`src/rtl/dma_req_arbiter.sv`:
```
// Two-requester DMA arbiter: round-robin per beat, locked for write bursts,
// with an owner FIFO that routes response beats back to the issuing requester.
module dma_req_arbiter #(
    parameter int abits      = 24,
    parameter int log2_depth = 2
) (
    input  logic                  i_clk,
    input  logic                  i_nrst,

    input  logic [1:0]            i_req_valid,
    output logic [1:0]            o_req_ready,
    input  logic [1:0]            i_req_write,
    input  logic [1:0]            i_req_last,
    input  logic [1:0][11:0]      i_req_bytes,
    input  logic [1:0][abits-1:0] i_req_addr,
    input  logic [1:0][7:0]       i_req_strob,
    input  logic [1:0][63:0]      i_req_data,

    output logic [1:0]            o_resp_valid,
    output logic [1:0]            o_resp_last,
    output logic [1:0]            o_resp_fault,
    output logic [abits-1:0]      o_resp_addr,
    output logic [63:0]           o_resp_data,
    input  logic [1:0]            i_resp_ready,

    output logic                  o_req_mem_valid,
    output logic                  o_req_mem_write,
    output logic                  o_req_mem_last,
    output logic [11:0]           o_req_mem_bytes,
    output logic [abits-1:0]      o_req_mem_addr,
    output logic [7:0]            o_req_mem_strob,
    output logic [63:0]           o_req_mem_data,
    input  logic                  i_req_mem_ready,

    input  logic                  i_resp_mem_valid,
    input  logic                  i_resp_mem_last,
    input  logic                  i_resp_mem_fault,
    input  logic [abits-1:0]      i_resp_mem_addr,
    input  logic [63:0]           i_resp_mem_data,
    output logic                  o_resp_mem_ready,

    output logic                  o_orphan_resp
);

    localparam int DEPTH = 1 << log2_depth;
    localparam logic [log2_depth:0] FULL_CNT = {1'b1, {log2_depth{1'b0}}};

    typedef enum logic {
        S_IDLE  = 1'b0,
        S_BURST = 1'b1
    } state_t;

    state_t                r_state;
    state_t                w_state_nxt;
    logic                  r_rr;
    logic                  w_rr_nxt;
    logic                  r_lock;
    logic                  w_lock_nxt;
    logic [log2_depth-1:0] r_wr_ptr;
    logic [log2_depth-1:0] r_rd_ptr;
    logic [log2_depth:0]   r_count;
    logic [DEPTH-1:0]      r_owner;
    logic                  r_orphan;

    logic                  w_full;
    logic                  w_empty;
    logic                  w_grant;
    logic                  w_fwd_en;
    logic                  w_req_hs;
    logic                  w_push;
    logic                  w_head;
    logic                  w_resp_hs;
    logic                  w_pop;
    logic                  w_orphan_set;

    assign w_full  = (r_count == FULL_CNT);
    assign w_empty = (r_count == '0);

    // Grant selection: a burst owner is forwarded even when the FIFO is full,
    // because its single FIFO entry was already pushed on the first beat.
    always_comb begin
        w_grant  = r_rr;
        w_fwd_en = 1'b0;
        o_req_mem_valid = 1'b0;
        if (r_state == S_BURST) begin
            w_grant         = r_lock;
            w_fwd_en        = 1'b1;
            o_req_mem_valid = i_req_valid[r_lock];
        end else begin
            w_grant         = i_req_valid[r_rr] ? r_rr : ~r_rr;
            w_fwd_en        = (|i_req_valid) & ~w_full;
            o_req_mem_valid = w_fwd_en;
        end
    end

    always_comb begin
        o_req_ready          = '0;
        o_req_ready[w_grant] = w_fwd_en & i_req_mem_ready;
    end

    assign o_req_mem_write = i_req_write[w_grant];
    assign o_req_mem_last  = i_req_last[w_grant];
    assign o_req_mem_bytes = i_req_bytes[w_grant];
    assign o_req_mem_addr  = i_req_addr[w_grant];
    assign o_req_mem_strob = i_req_strob[w_grant];
    assign o_req_mem_data  = i_req_data[w_grant];

    assign w_req_hs = o_req_mem_valid & i_req_mem_ready;
    assign w_push   = (r_state == S_IDLE) & w_req_hs;

    always_comb begin
        w_state_nxt = r_state;
        w_rr_nxt    = r_rr;
        w_lock_nxt  = r_lock;
        case (r_state)
            S_IDLE: begin
                if (w_push) begin
                    w_rr_nxt = ~w_grant;
                    if (i_req_write[w_grant] && !i_req_last[w_grant]) begin
                        w_state_nxt = S_BURST;
                        w_lock_nxt  = w_grant;
                    end
                end
            end
            S_BURST: begin
                if (w_req_hs && i_req_last[r_lock]) begin
                    w_state_nxt = S_IDLE;
                end
            end
            default: w_state_nxt = S_IDLE;
        endcase
    end

    // Response routing follows the oldest outstanding owner; with nothing
    // outstanding, beats are drained and flagged as orphans.
    assign w_head = r_owner[r_rd_ptr];

    always_comb begin
        o_resp_valid     = '0;
        o_resp_mem_ready = 1'b1;
        if (!w_empty) begin
            o_resp_valid[w_head] = i_resp_mem_valid;
            o_resp_mem_ready     = i_resp_ready[w_head];
        end
    end

    assign o_resp_last  = {2{i_resp_mem_last}};
    assign o_resp_fault = {2{i_resp_mem_fault}};
    assign o_resp_addr  = i_resp_mem_addr;
    assign o_resp_data  = i_resp_mem_data;

    assign w_resp_hs    = i_resp_mem_valid & o_resp_mem_ready;
    assign w_pop        = ~w_empty & w_resp_hs & i_resp_mem_last;
    assign w_orphan_set = w_empty & w_resp_hs;
    assign o_orphan_resp = r_orphan;

    always_ff @(posedge i_clk or negedge i_nrst) begin
        if (!i_nrst) begin
            r_state  <= S_IDLE;
            r_rr     <= 1'b0;
            r_lock   <= 1'b0;
            r_wr_ptr <= '0;
            r_rd_ptr <= '0;
            r_count  <= '0;
            r_orphan <= 1'b0;
        end else begin
            r_state <= w_state_nxt;
            r_rr    <= w_rr_nxt;
            r_lock  <= w_lock_nxt;
            if (w_push) begin
                r_wr_ptr <= r_wr_ptr + 1'b1;
            end
            if (w_pop) begin
                r_rd_ptr <= r_rd_ptr + 1'b1;
            end
            case ({w_push, w_pop})
                2'b10:   r_count <= r_count + 1'b1;
                2'b01:   r_count <= r_count - 1'b1;
                default: r_count <= r_count;
            endcase
            if (w_orphan_set) begin
                r_orphan <= 1'b1;
            end
        end
    end

    // Owner storage is only meaningful below r_count, so it needs no reset.
    always_ff @(posedge i_clk) begin
        if (w_push) begin
            r_owner[r_wr_ptr] <= w_grant;
        end
    end

endmodule

```
`config.mk`:
```
export PLATFORM = sky130hd
export DESIGN_NAME = dma_req_arbiter
export DESIGN_NICKNAME = d
export VERILOG_FILES = /design/src/rtl/dma_req_arbiter.sv
export SDC_FILE = /design/constraint.sdc
export NUM_CORES = 1
export LEC_CHECK = 0
export ABC_AREA = 1
export BUFFER_PORTS_ARGS = -buffer_cell sky130_fd_sc_hd__buf_4
export CORE_AREA = 2 2 208 210
export CTS_CLUSTER_DIAMETER = 30
export DETAILED_ROUTE_END_ITERATION = 6
export DIE_AREA = 0 0 210 212
export PLACE_DENSITY = 0.33
export SYNTH_ARGS = -nofsm -noshare
export SYNTH_HDL_FRONTEND = slang
export SYNTH_SLANG_ARGS = --single-unit
export TNS_END_PERCENT = 1
```
`constraint.sdc`:
```
create_clock -name i_clk -period 1.9 [get_ports i_clk]
set_input_delay 0.285 -clock i_clk [delete_from_list [all_inputs] [get_ports i_clk]]
set_output_delay 0.285 -clock i_clk [all_outputs]
set_load 0.01 [all_outputs]
```
==> results_dict.tcl <==
set metrics [dict create \
    dp_hpwl_mm 16.9 \
    cts.sinks 15 \
    routed_wl_mm 20.1 \
    gr-usage-met2_pct 14.4 \
    tightest_slew_ns 0.266 \
    finalMaxSlewViolations 0 \
    synth_top_family_by_area "simple AND/OR/NAND/NOR gates" \
    netlist_area_um2 3010 \
    fin_crit_sh_pct 105 \
    clkSlewWorstSetupHoldPaths_ns 0.05 \
    grt_setup_unrepaired "yes" \
    grt.total_usage_pct 7.87 \
    grt_start_max_net_pins 54 \
    start_util_pct 7.09 \
    viasPerCell 3.02 \
    max_freq_mhz 503 \
    num_vias 4168 \
    failed_checks "negative setup slack" \
    diodes 0 \
    wl_per_cell_um 14.6 \
    rows 76 \
    yosys_warnings 0 \
    syn_to_final_growth_pct 102 \
    synth_compound_area_share_pct 1.45 \
    cts_tree "yes" \
    totalPowerFinal_w 0.00897 \
    p_leak_nw 3.45 \
    chipWidth_um 210 \
    muxShareOfSynthArea_pct 0 \
    mostFrequentLayoutCell "buf_4" \
    grt_overflow 0 \
    final_cell_mix "buf_4 (370), nand2_1 (348), inv_1 (18)" \
    grt.met1_usage_pct 8.29 \
    drc 0 \
    powerDensity_nw_per_um2 1480 \
    use_met3_pct 4.31 \
    grt_pass1_vias 4062 \
    clock_latency_ns 0.25 \
    grt_pass1_wl_mm 26.2 \
    fin_skew_ns 0.00262 \
    synth-xor-area-share_pct 1.16 \
    dp_cells 1367 \
    ys_seq_elements 15 \
    synth-adder-area-share_pct 2.74 \
    synth.avg_cell_area_um2 5.41 \
    synth_fp_nets 881 \
    clock_path_buffers 2 \
    antenna_found_initial 1 \
    cts-root-buf "clkbuf_16" \
    die_h_um 212 \
    fin_cells 1379 \
    io_pins 527 \
    synth_cell_types 26 \
    tritoncts.num_buffers 3 \
    hold_path_class "primary input to flip-flop" \
    relSlewSlack_pct 82.1 \
    drt-pass1-iter-count 4 \
    tns_ns -2.66 \
    crit_arrival_ns 1.70 \
    crit_required_ns 1.62 \
    start_kind "flip-flop" \
    ant_nets 0 \
    gp_congestion 0.748 \
    htreeDepth 1 \
    crit_path_max_fanout 15 \
    synth_top_cell_by_area "nand2_1" \
    layout_setup_ws_ns -0.0897 \
    vdd_drop_max_mv 0.459 \
    yosysSeqAreaShare_pct 13.1 \
    drtIter0Drc 123 \
    maxCapViolCount 0 \
    hold_ws_ns 0.296 \
    finalHoldViolations 0 \
    synthCells 557 \
    nets 1158 \
    synth_top_area_share_pct 44.3 \
    port_buffers 347 \
    grt_busiest_layer "met2" \
    drive_gt1_share_pct 49.5 \
    synth-simple-area-share_pct 49.1 \
    core_um2 42500 \
    cp-end-kind "output port" \
    outcome "finished, violations left" \
    path_class "flip-flop to output port" \
    setup_violations 90 \
    finalCriticalPeriod_ns 1.99 \
    dieArea_um2 44500 \
    synthTopCellsByArea "nand2_1 (44%), buf_4 (23%), dfrtp_1 (9.1%)" \
]
registers in the layout, indices dropped and copies added, names as in the netlist:
| register | cells |
|---|---|
| o_orphan_resp | 1 |
| r_count | 3 |
| r_lock | 1 |
| r_owner | 4 |
| r_rd_ptr | 2 |
| r_rr | 1 |
| r_state | 1 |
| r_wr_ptr | 2 |
stage by stage:
step,utilization (%),setup WS [ns],cell area [um^2]
final,14.3,-0.0897,6080
after global routing,14.3,-0.192,6080
after CTS,14.0,-0.0940,5930
after detailed placement,13.6,-0.0902,5760
after global placement,13.6,-0.100,5760
after floorplan,-,-0.0135,3020
routing by layer:
metal | vias up | part of all wire (%)
met3 | 2 | 12
met2 | 281 | 52
li1 | 2127 | -
met5 | - | 0
met1 | 1758 | 36
met4 | 0 | 0.070
worst paths after layout:
path                             startpoint                 end  slack [ns]  depth (start not counted)
setup / recovery                       r_rr  o_req_mem_bytes[4]       -0.09                          9
hold / removal             i_resp_mem_valid       o_orphan_resp        0.30                          3
setup reg to reg                r_rd_ptr[0]          r_count[2]       -0.04                         13
hold reg to reg               o_orphan_resp       o_orphan_resp        0.48                          1
max in group asynchronous            i_nrst                r_rr        1.31                          2
min in group asynchronous            i_nrst       o_orphan_resp        0.43                          2
cell usage after synthesis (all sizes together):
master  instances
dfrtp          11
o21bai          1
ha              5
edfxtp          4
or2             1
inv            24
nor2           10
xnor2           1
o22ai           1
xor2            3
buf           116
a21oi           2
o21ai           4
and2            1
nand3          13
nand2         357
fa              1
nand4           2
power by group:
group / internal [W] / switching (W) / total (W)
sequential: 0.000481 / 0.0000873 / 0.000569
clock: 0.000282 / 0.000142 / 0.000423
combinational: 0.00383 / 0.00415 / 0.00798
kinds of logic (layout without fill, tap and decap cells):
family	count (synthesis)	after routing
XOR/XNOR	4	4
buffers and inverters	140	416
AO/OA/AOI/OAI	8	8
AND/OR/NAND/NOR	384	384
flip-flops	15	15
adder cells (fa/ha/maj)	6	6
critical path: stages (launching register included):
cell	delay [ns]
dfrtp_1	0.39
nand2_1	0.11
nand3_4	0.11
nand2_8	0.13
clkinv_8	0.10
buf_12	0.16
buf_12	0.16
nand2_1	0.06
nand2_1	0.07
buf_4	0.15
area by class of cell:
type	instances	area [um^2]
fill	4941	36400
timing repair buffer	388	3110
multi-input combinational	402	1710
tap	546	683
sequential	15	395
inverter	24	103
clock buffer	3	75.1
clock inverter	1	5.00
timing repair:
item | in CTS | in global routing
cloned | 1 | 2
endpoints found under the setup margin | 90 | 113
setup buffers | 2 | 2
hold endpoints to repair | 11 | 0
resized for setup | 10 | 19
pin swaps | 2 | 4
hold buffers | 1 | 0
No activity file was read; power rests on OpenSTA's default activity.
